### config.mk
export PLATFORM = sky130hd
export DESIGN_NAME = cmd_dispatcher
export DESIGN_NICKNAME = d
export VERILOG_FILES = /design/src/rtl/cmd_dispatcher.sv
export SDC_FILE = /design/constraint.sdc
export NUM_CORES = 1
export LEC_CHECK = 0
export ABC_CLOCK_PERIOD_IN_PS = 5150
export CAP_MARGIN = 20
export CORE_MARGIN = 4
export CORE_UTILIZATION = 53
export DETAILED_ROUTE_END_ITERATION = 10
export GPL_TIMING_DRIVEN = 0
export PLACE_DENSITY = 0.86
export SETUP_SLACK_MARGIN = 0.05
export SLEW_MARGIN = 20
export SYNTH_ARGS = -nofsm -noshare
export SYNTH_HDL_FRONTEND = slang
export SYNTH_SLANG_ARGS = --single-unit
### constraint.sdc
create_clock -name clk -period 5.15 [get_ports clk]
set_clock_uncertainty 0.15 [all_clocks]
set_input_delay 1.03 -clock clk [delete_from_list [all_inputs] [get_ports clk]]
set_output_delay 1.03 -clock clk [all_outputs]
set_load 0.02 [all_outputs]
### src/rtl/cmd_dispatcher.sv
// cmd_dispatcher: routes each UART command to an execution unit and replies with one status byte
module cmd_dispatcher #(
  parameter int NUM_UNITS = 4,
  parameter int TIMEOUT = 1000000,
  parameter logic [7:0] ACK_CODE = 8'hA5,
  parameter logic [7:0] NAK_CODE = 8'hEE,
  parameter logic [7:0] TMO_CODE = 8'hE0
) (
  input  logic                 clk,
  input  logic                 rst,
  input  logic                 cmd_rdy,
  input  logic [15:0]          cmd,
  output logic                 clr_cmd_rdy,
  output logic [NUM_UNITS-1:0] exec_vld,
  output logic [11:0]          exec_data,
  input  logic [NUM_UNITS-1:0] exec_done,
  input  logic                 exec_err,
  output logic                 trmt,
  output logic [7:0]           resp,
  input  logic                 tx_done,
  output logic                 busy
);
  localparam int CW = $clog2(TIMEOUT + 1);
  typedef enum logic [2:0] {IDLE, DISPATCH, WAIT_DONE, SEND, WAIT_TX} state_t;
  state_t state, nxt;
  logic [3:0] op;
  logic [CW-1:0] ctr;
  logic blank, take, legal, done, tmo;
  logic [NUM_UNITS-1:0] sel, new_sel;
  logic [7:0] resp_nxt;
  assign take = state == IDLE && cmd_rdy;
  assign legal = 32'(op) < NUM_UNITS;
  assign sel = legal ? NUM_UNITS'(1) << op : '0;
  assign new_sel = 32'(cmd[15:12]) < NUM_UNITS ? NUM_UNITS'(1) << cmd[15:12] : '0;
  assign done = |(exec_done & sel);
  assign tmo = ctr >= CW'(TIMEOUT - 1);
  always_comb begin
    nxt = state;
    resp_nxt = resp;
    case (state)
      IDLE: nxt = cmd_rdy ? DISPATCH : IDLE;
      DISPATCH: begin
        nxt = legal ? WAIT_DONE : SEND;
        resp_nxt = legal ? resp : NAK_CODE;
      end
      WAIT_DONE: begin
        nxt = (done || tmo) ? SEND : WAIT_DONE;
        resp_nxt = done ? (exec_err ? NAK_CODE : ACK_CODE) : tmo ? TMO_CODE : resp;
      end
      SEND: nxt = WAIT_TX;
      // blank masks the tx_done level left over from the previous transfer
      WAIT_TX: nxt = (tx_done && !blank) ? IDLE : WAIT_TX;
      default: nxt = IDLE;
    endcase
  end
  always_ff @(posedge clk) begin
    if (rst) begin
      state <= IDLE;
      clr_cmd_rdy <= 1'b0;
      exec_vld <= '0;
      exec_data <= '0;
      op <= '0;
      trmt <= 1'b0;
      resp <= '0;
      busy <= 1'b0;
      ctr <= '0;
      blank <= 1'b0;
    end else begin
      state <= nxt;
      clr_cmd_rdy <= take;
      exec_vld <= take ? new_sel : '0;
      if (take) begin
        op <= cmd[15:12];
        exec_data <= cmd[11:0];
      end
      trmt <= nxt == SEND;
      resp <= resp_nxt;
      busy <= nxt != IDLE;
      ctr <= state == WAIT_DONE ? (ctr == CW'(TIMEOUT) ? ctr : ctr + 1'b1) : '0;
      blank <= nxt == WAIT_TX && state != WAIT_TX;
    end
  end
endmodule
==> impl_metrics.py, run 1 <==
metrics = {
    "worst_setup_path": {
        "end_kind": "register",
        "slowest_stage": "mux4_2",
        "crit_required_ns": 5.20,
        "path_delay_family": "compound AO/OA/AOI/OAI gates",
        "crit_cells": 6,
        "max_stage_delay_ns": 0.49,
        "path_cells": "clkdlybuf4s50_1 -> mux4_2 -> nand2_2 -> o311ai_4 -> a211oi_1 -> o21ai_0",
        "ff2ff_setup_slack_ns": 3.24,
        "r2r_start": "ctr[2]",
        "startpoint": "exec_done[3]",
        "path_class": "input port to register",
        "cp-start-kind": "input port",
        "crit_fanout": 4,
        "rr_worst_depth": 5,
        "arrival_ns": 2.67,
        "worstReg2RegEnd": "ctr[19]",
        "crit_buf_inv": 1,
    },
    "routing": {
        "drtPass1Iterations": 4,
        "dr.first_iter.drc_count": 129,
        "wire_per_inst_um": 13.31,
        "antenna_left": 0,
        "wirelength_um": 4818,
        "via_per_inst": 5.260,
        "vias": 1904,
        "remaining_drc_errors": 0,
    },
    "cells_and_area": {
        "multi_input_area_um2": 1075,
        "fin_area_um2": 2869,
        "drive_gt1_share_pct": 8.974,
        "num-fill-cells": 326,
        "diodes": 0,
        "most-common-layout-cells": "dfxtp_1 (52), clkdlybuf4s50_1 (49), nand2_1 (41)",
        "utilization_pct": 71.21,
        "area_growth_syn_to_layout_pct": 28.82,
        "layout_commonest_cell": "dfxtp_1",
        "fin_nets": 338,
        "seqCellArea_um2": 1041,
    },
    "placed_design": {
        "place_area_um2": 2780,
        "port_buffers": 49,
        "dp_slack_ns": 2.233,
        "place_congestion": 0.7777,
        "place_hpwl_um": 3640,
    },
    "worst_hold_path": {
        "worstHoldStart": "exec_data[7]",
        "whs_path_depth": 2,
        "hp-class": "register to register",
        "min_to": "exec_data[7]",
    },
    "cts": {
        "cts.sinks": 52,
        "cts_tree": "built",
        "clk_pin_slew_worst_paths_ns": 0.10,
        "post_cts_buffers": 0,
        "cts-root-buf": "clkbuf_8",
        "ctsHoldBuffers": 0,
        "clock_latency_ns": 0.31,
        "clock_path_buffers": 2,
        "cts_buffers": 5,
        "cts_resized": 0,
        "htreeDepth": 2,
    },
    "global_routing": {
        "grt_pass1_vias": 1795,
        "grtUsageTotal_pct": 18.81,
        "grt_pass1_wl_um": 7866,
        "grt_max_degree": 17,
        "gr-total-overflow": 0,
        "antenna_found_initial": 0,
    },
    "yosys": {
        "synth_edf_count": 0,
        "synth_area_um2": 2227,
        "synth_top_cell_by_area": "dfxtp_1",
        "netlist_top_cells_area": "dfxtp_1 (47%), nand2_1 (6.9%), nor2_1 (5.4%)",
        "ys_ff_latch": 52,
        "synthCells": 255,
        "synth_top_area_share_pct": 46.74,
        "yosys_warnings": 0,
        "synth-main-ff-cell": "dfxtp_1",
        "yosysSeqAreaShare_pct": 46.74,
        "postSynth.asyncResetShare_pct": 0,
        "avgSynthCellArea_um2": 8.734,
        "synth_cell_types": 47,
        "syn_nets": 282,
    },
    "power_and_ir_drop": {
        "ir_drop_uv": 234.0,
        "power_density_nw_per_um2": 305.7,
        "pwr-share-clk_pct": 26.5,
        "total_power_uw": 876.9,
        "p_sw_uw": 256.8,
        "p_leak_nw": 1.005,
        "switching_share_pct": 29.29,
        "seqPwrFrac_pct": 50.5,
        "pwr-share-comb_pct": 23.0,
        "power.internal_uw": 620.1,
    },
    "die": {
        "pin_count": 52,
        "coreArea_um2": 4029,
        "die_y_um": 72.83,
        "die_x_um": 72.83,
        "start_util_pct": 55.28,
        "row_count": 23,
        "dieArea_um2": 5303,
    },
    "timing": {
        "min_period_over_period_pct": 50.83,
        "hold_viol": 0,
        "maxSlewViolCount": 0,
        "grt_setup_unrepaired": "false",
        "tightest_slew_ns": 0.5336,
        "fmax_ghz": 0.3820,
        "fin_setup_tns_ns": 0,
        "finalWorstSetupSlack_ns": 2.532,
        "finalSetupViolations": 0,
        "finalCriticalPeriod_ns": 2.618,
        "maxSlewHeadroom_pct": 64.28,
    },
    "flow_run": {
        "drv_cap": 0,
    },
    "run_status": {
        "outcome": "finished, final reports clean",
    },
}
power by group through the flow:
stage          sequential, mW  combinational [mW]  clock [mW]
3_5_place_dp            0.452               0.203           0
3_3_place_gp            0.451               0.197           0
4_1_cts                 0.443               0.204       0.238
5_1_grt                 0.446               0.220       0.251
6_report                0.442               0.202       0.232
2_1_floorplan           0.474              0.0941           0
registers in the layout, indices dropped and copies added (netlist names):
name,cells
exec_vld,4
clr_cmd_rdy,1
state,3
trmt,1
op,4
busy,1
exec_data,12
blank,1
resp,5
ctr,20
worst max-delay path by stage:
stage / end / slack [ns]
floorplan: busy / 2.78
detailed placement: busy / 2.23
global placement: busy / 2.21
finish: busy / 2.53
CTS: busy / 2.55
global route: exec_data[11] / 2.40
worst register-to-register path, cell delays in order, from the launching register on:
cell     delay [ns]
dfxtp_1        0.44
and4_1         0.28
nand4_1        0.36
nor3_1         0.36
xnor2_1        0.16
nor2_1         0.05
logic make-up (layout without fill, tap and decap cells):
kind of cell               Yosys count  after routing  share of synthesized area (%)
and+or+nand+nor                    121            121                          28.48
DFF                                 52             52                          46.74
AOI/OAI and AO/OA                   36             36                          10.73
buffers and inverters               25             82                          5.000
xor gates and xnor gates            16             16                          6.292
adders and majority gates            2              2                          1.123
muxes                                2              2                          1.461
other                                1              1                         0.1684
synthesized netlist by cell type, types with 3 or more instances:
| cell type | n |
|---|---|
| clkbuf_1 | 6 |
| inv_1 | 11 |
| buf_4 | 3 |
| nand3b_1 | 3 |
| dfxtp_1 | 52 |
| nand2_1 | 41 |
| or3_1 | 4 |
| nand4_1 | 4 |
| nand3_1 | 7 |
| buf_2 | 4 |
| nor3_1 | 8 |
| nor2_1 | 32 |
| o21ai_0 | 4 |
| xnor2_1 | 11 |
| a21oi_1 | 22 |
| xor2_1 | 5 |
cell type report:
cell class,instances,share of cell area (%)
multi-input cells,178,37.46
inverters,11,1.439
plain buffers,14,2.442
clock buffers,6,2.529
flip-flops and latches,52,36.28
clock inverters,2,0.5669
repair buffers,49,17.10
well taps,50,2.181
layer usage:
layer | up-vias | GRT usage [%] | part of all wire (%)
li1 | 976 | - | -
met1 | 880 | 22.91 | 44
met2 | 42 | 31.26 | 48
met3 | 6 | 6.474 | 6.2
met4 | 0 | 5.738 | 1.1
met5 | - | 0 | 0
metrics by stage:
step / hold WS (ns) / instances
floorplan: 0.2863 / 255
global placement: 0.2911 / 354
detailed placement: 0.2965 / 354
CTS: 0.3102 / 362
global route: 0.3265 / 362
finish: 0.3080 / 362
Power figures use the tool's default switching activity.
==> inputs of run 2 (changes only) <==
Settings changed: ABC_CLOCK_PERIOD_IN_PS 5150 to 2160, CORE_UTILIZATION 53 to 44, PLACE_DENSITY 0.86 to 0.77.
Clock period 5.15 ns to 2.16 ns, I/O delays scaled along.
==> impl_metrics.py, run 2 (synthesis gave the netlist of run 1 again) <==
metrics = {
    "die": {
        "start_util_pct": 46.23,
        "row_count": 25,
        "coreArea_um2": 4817,
        "die_x_um": 79.15,
        "dieArea_um2": 6264,
        "die_y_um": 79.15,
        "pin_count": 52,
    },
    "cells_and_area": {
        "layout_commonest_cell": "dfxtp_1",
        "seqCellArea_um2": 1041,
        "num-fill-cells": 446,
        "largest_reg_flops": 20,
        "largest_register": "ctr",
        "reg_top3": "ctr: 20 flops, exec_data: 12 flops, resp: 5 flops",
        "most-common-layout-cells": "dfxtp_1 (52), clkdlybuf4s50_1 (49), nand2_1 (41)",
        "multi_input_area_um2": 1080,
        "fin_nets": 338,
        "drive_gt1_share_pct": 9.615,
        "diodes": 0,
        "area_growth_syn_to_layout_pct": 31.01,
        "fin_area_um2": 2918,
    },
    "timing": {
        "min_period_over_period_pct": 91.76,
        "hold_slack_ns": 0.2551,
        "fmax_ghz": 0.5045,
        "maxSlewHeadroom_pct": 62.78,
        "grt_setup_unrepaired": "true",
        "tightest_slew_ns": 0.5570,
        "fin_setup_tns_ns": 0,
        "maxSlewViolCount": 0,
        "finalCriticalPeriod_ns": 1.982,
        "finalSetupViolations": 0,
        "hold_viol": 0,
    },
    "routing": {
        "drtPass1Iterations": 4,
        "antenna_left": 0,
        "wirelength_um": 4682,
        "via_per_inst": 5.034,
        "dr.first_iter.drc_count": 118,
        "wire_per_inst_um": 12.35,
        "remaining_drc_errors": 0,
        "vias": 1908,
    },
    "worst_setup_path": {
        "end_kind": "output pin",
        "path_class": "register to output pin",
        "ff2ff_setup_slack_ns": 0.23,
        "crit_fanout": 4,
        "rr_worst_depth": 5,
        "crit_required_ns": 1.58,
        "arrival_ns": 1.40,
        "cp-start-kind": "register",
    },
    "worst_hold_path": {
        "whs_path_depth": 2,
        "hp-class": "input port to register",
    },
    "global_routing": {
        "grt_pass1_wl_um": 7990,
        "grt_max_degree": 17,
        "grtUsageTotal_pct": 16.23,
        "grt_pass1_vias": 1788,
        "gr-total-overflow": 0,
        "antenna_found_initial": 0,
    },
    "cts": {
        "cts_buffers": 5,
        "clock_path_buffers": 2,
        "clock_latency_ns": 0.31,
        "clk_pin_slew_worst_paths_ns": 0.09,
        "cts-root-buf": "clkbuf_8",
        "cts_tree": "built",
        "htreeDepth": 2,
        "ctsHoldBuffers": 0,
        "cts.sinks": 52,
    },
    "flow_run": {
        "drv_cap": 0,
    },
    "placed_design": {
        "place_area_um2": 2801,
        "place_hpwl_um": 3462,
        "port_buffers": 49,
        "place_congestion": 0.7444,
    },
    "power_and_ir_drop": {
        "p_leak_nw": 1.019,
        "power_density_nw_per_um2": 754.4,
        "ir_drop_uv": 399.0,
    },
    "run_status": {
        "outcome": "finished, final reports clean",
    },
}
## run 2: final timing paths
path | start | to
max reg2reg | ctr[14] | resp[0]
min reg2reg | resp[6] | resp[6]
max | resp[3] | resp[3]
min | rst | resp[6]
## run 2: where the power goes
part / switching [mW] / leakage, nW / internal, mW / total [mW]
clock: 0.322 / 0.0541 / 0.343 / 0.665
sequential: 0.0316 / 0.423 / 1.02 / 1.05
combinational: 0.256 / 0.542 / 0.227 / 0.483
## run 2: worst max-delay path: stages (launching register included)
cell,delay (ns)
dfxtp_1,0.39
buf_4,0.12
clkdlybuf4s50_1,0.59
## run 2: final cells by class
type	instances	area share [%]
plain buffers	14	2.401
well taps	67	2.873
flip-flops and latches	52	35.68
multi-input cells	178	37.01
clock inverters	3	1.458
clock buffers	5	2.358
repair buffers	49	16.81
inverters	11	1.415
## run 2: stage by stage
stage,std cells,worst slack [ns],util [%],power [mW]
after floorplan,255,0.3858,-,1.355
after global placement,371,-0.1815,58.16,1.547
after detailed placement,371,-0.2013,58.16,1.556
after CTS,379,0.1339,60.47,2.225
after global routing,379,0.04792,60.57,2.316
final,379,0.1780,60.57,2.201
## run 2: timing repair
action / in CTS / in global routing
setup buffers: 0 / 0
endpoints found under the setup margin: 0 / 1
hold endpoints to repair: 0 / 0
gates resized for setup: 0 / 1
## run 2: metal layers
layer	track usage, %	share of wire [%]	routed length, µm
met4	7.732	2.0	92
met3	4.875	5.3	246
met5	0	0	0
met2	26.01	46	2165
met1	19.84	47	2178
==> inputs of run 3 (changes only) <==
Settings changed: GPL_TIMING_DRIVEN 0 to not set.
==> impl_metrics.py, run 3 (synthesis gave the netlist of run 1 again) <==
metrics = {
    "run_status": {
        "outcome": "finished, final reports clean",
    },
    "routing": {
        "dr.first_iter.drc_count": 92,
        "antenna_left": 0,
        "via_per_inst": 4.920,
        "wirelength_um": 4578,
        "vias": 1850,
        "drtPass1Iterations": 4,
        "wire_per_inst_um": 12.18,
        "remaining_drc_errors": 0,
    },
    "worst_setup_path": {
        "ff2ff_setup_slack_ns": 0.29,
        "path_cells": "clkdlybuf4s50_1 -> mux4_2 -> nand2_2 -> o311ai_4 -> a211oi_1 -> o21ai_0",
        "crit_required_ns": 2.20,
        "path_delay_family": "compound AO/OA/AOI/OAI gates",
        "cp-start-kind": "input port",
        "worstReg2RegEnd": "ctr[19]",
        "crit_buf_inv": 1,
        "crit_fanout": 3,
        "slowest_stage": "mux4_2",
        "max_stage_delay_ns": 0.50,
        "arrival_ns": 1.97,
        "path_class": "input port to register",
        "r2r_start": "ctr[2]",
        "end_kind": "register",
        "rr_worst_depth": 5,
    },
    "cts": {
        "post_cts_buffers": 0,
        "clk_pin_slew_worst_paths_ns": 0.09,
        "cts_tree": "built",
        "clock_latency_ns": 0.30,
        "cts_buffers": 5,
        "cts-root-buf": "clkbuf_8",
        "htreeDepth": 2,
        "cts.sinks": 52,
        "clock_path_buffers": 2,
        "cts_resized": 0,
        "ctsHoldBuffers": 0,
    },
    "timing": {
        "fin_setup_tns_ns": 0,
        "finalCriticalPeriod_ns": 1.927,
        "tightest_slew_ns": 0.5479,
        "maxSlewViolCount": 0,
        "fmax_ghz": 0.5189,
        "min_period_over_period_pct": 89.22,
        "maxSlewHeadroom_pct": 63.39,
        "hold_viol": 0,
        "grt_setup_unrepaired": "false",
        "finalSetupViolations": 0,
    },
    "global_routing": {
        "antenna_found_initial": 0,
        "grtUsageTotal_pct": 15.36,
        "grt_pass1_vias": 1724,
        "grt_pass1_wl_um": 7714,
        "gr-total-overflow": 0,
        "grt_max_degree": 21,
    },
    "die": {
        "coreArea_um2": 4817,
        "dieArea_um2": 6264,
        "start_util_pct": 46.23,
        "row_count": 25,
        "die_x_um": 79.15,
        "pin_count": 52,
        "die_y_um": 79.15,
    },
    "power_and_ir_drop": {
        "switching_share_pct": 27.41,
        "power.internal_mw": 1.544,
        "p_sw_uw": 582.9,
        "pwr-share-comb_pct": 22.1,
        "power_density_nw_per_um2": 728.2,
        "ir_drop_uv": 460.2,
        "pwr-share-clk_pct": 27.6,
        "p_leak_nw": 1.027,
        "seqPwrFrac_pct": 50.4,
    },
    "cells_and_area": {
        "reg_top3": "ctr: 20 flops, exec_data: 12 flops, resp: 5 flops",
        "diodes": 0,
        "instances_no_fill": 376,
        "num-fill-cells": 436,
        "utilization_pct": 60.62,
        "largest_reg_flops": 20,
        "largest_register": "ctr",
        "drive_gt1_share_pct": 10.03,
        "fin_nets": 336,
        "area_growth_syn_to_layout_pct": 31.12,
        "layout_commonest_cell": "dfxtp_1",
        "most-common-layout-cells": "dfxtp_1 (52), clkdlybuf4s50_1 (50), nand2_1 (41)",
    },
    "worst_hold_path": {
        "min_to": "exec_data[9]",
        "hp-class": "register to register",
        "worstHoldStart": "exec_data[9]",
        "whs_path_depth": 2,
    },
    "placed_design": {
        "place_hpwl_um": 3378,
        "place_congestion": 0.7450,
        "port_buffers": 50,
        "dp.cells": 369,
    },
    "flow_run": {
        "drv_cap": 0,
    },
}
==> run 3: cell count changes in the layout (fill, tap and decap cells not counted), sizes merged <==
cell and delta:
clkbuf -5, clkinv -1, buf +4, clkdlybuf4s50 +1, clkinvlp -1, bufinv -1
==> run 3: per-layer routing <==
layer  share of wire [%]  wire length (µm)  vias to the layer above  track usage (%)
li1                    -                 -                      967                -
met1                  48              2215                      838            20.01
met2                  45              2079                       40            24.58
met3                 4.8               219                        5            4.082
met4                 1.4                63                        0            5.155
met5                   0                 0                        -                0
==> run 3: metrics by stage <==
stage / setup WS [ns] / hold slack (ns) / power (mW) / instance area [µm²]
2_1_floorplan: 0.3858 / 0.2863 / 1.355 / 2227
3_3_place_gp: -0.05901 / 0.2931 / 1.556 / 2824
3_5_place_dp: -0.1039 / 0.2987 / 1.565 / 2824
4_1_cts: 0.2209 / 0.3121 / 2.154 / 2920
5_1_grt: 0.07575 / 0.3280 / 2.233 / 2920
6_report: 0.2328 / 0.3080 / 2.127 / 2920
==> run 3: how the worst max path moves through the flow <==
stage | slack (ns) | cells after the start | end | startpoint
after global placement | -0.06 | 6 | busy | exec_done[3]
after floorplan | 0.39 | 5 | busy | exec_done[3]
after global routing | 0.08 | 5 | ctr[19] | ctr[2]
after detailed placement | -0.10 | 6 | busy | exec_done[3]
after CTS | 0.22 | 6 | busy | exec_done[3]
final | 0.23 | 6 | busy | exec_done[3]
==> run 3: layout make-up <==
| cell class | count | area, µm² | area share (%) |
|---|---|---|---|
| Multi-Input combinational cell | 178 | 1075 | 36.80 |
| Sequential cell | 52 | 1041 | 35.65 |
| Timing Repair Buffer | 61 | 583.1 | 19.97 |
| Clock buffer | 7 | 96.34 | 3.299 |
| Tap cell | 67 | 83.83 | 2.871 |
| Inverter | 11 | 41.29 | 1.414 |
==> run 3: worst register-to-register path, cell delays in order (launching register included) <==
cell     delay (ns)
dfxtp_1        0.43
and4_1         0.27
nand4_1        0.36
nor3_1         0.36
xnor2_1        0.15
nor2_1         0.05
==> run 3: power groups by stage <==
stage	logic (mW)	registers, mW	clock network (mW)
final	0.469	1.07	0.586
after global placement	0.465	1.09	0
after floorplan	0.224	1.13	0
after CTS	0.473	1.07	0.609
after global routing	0.507	1.08	0.642
after detailed placement	0.472	1.09	0
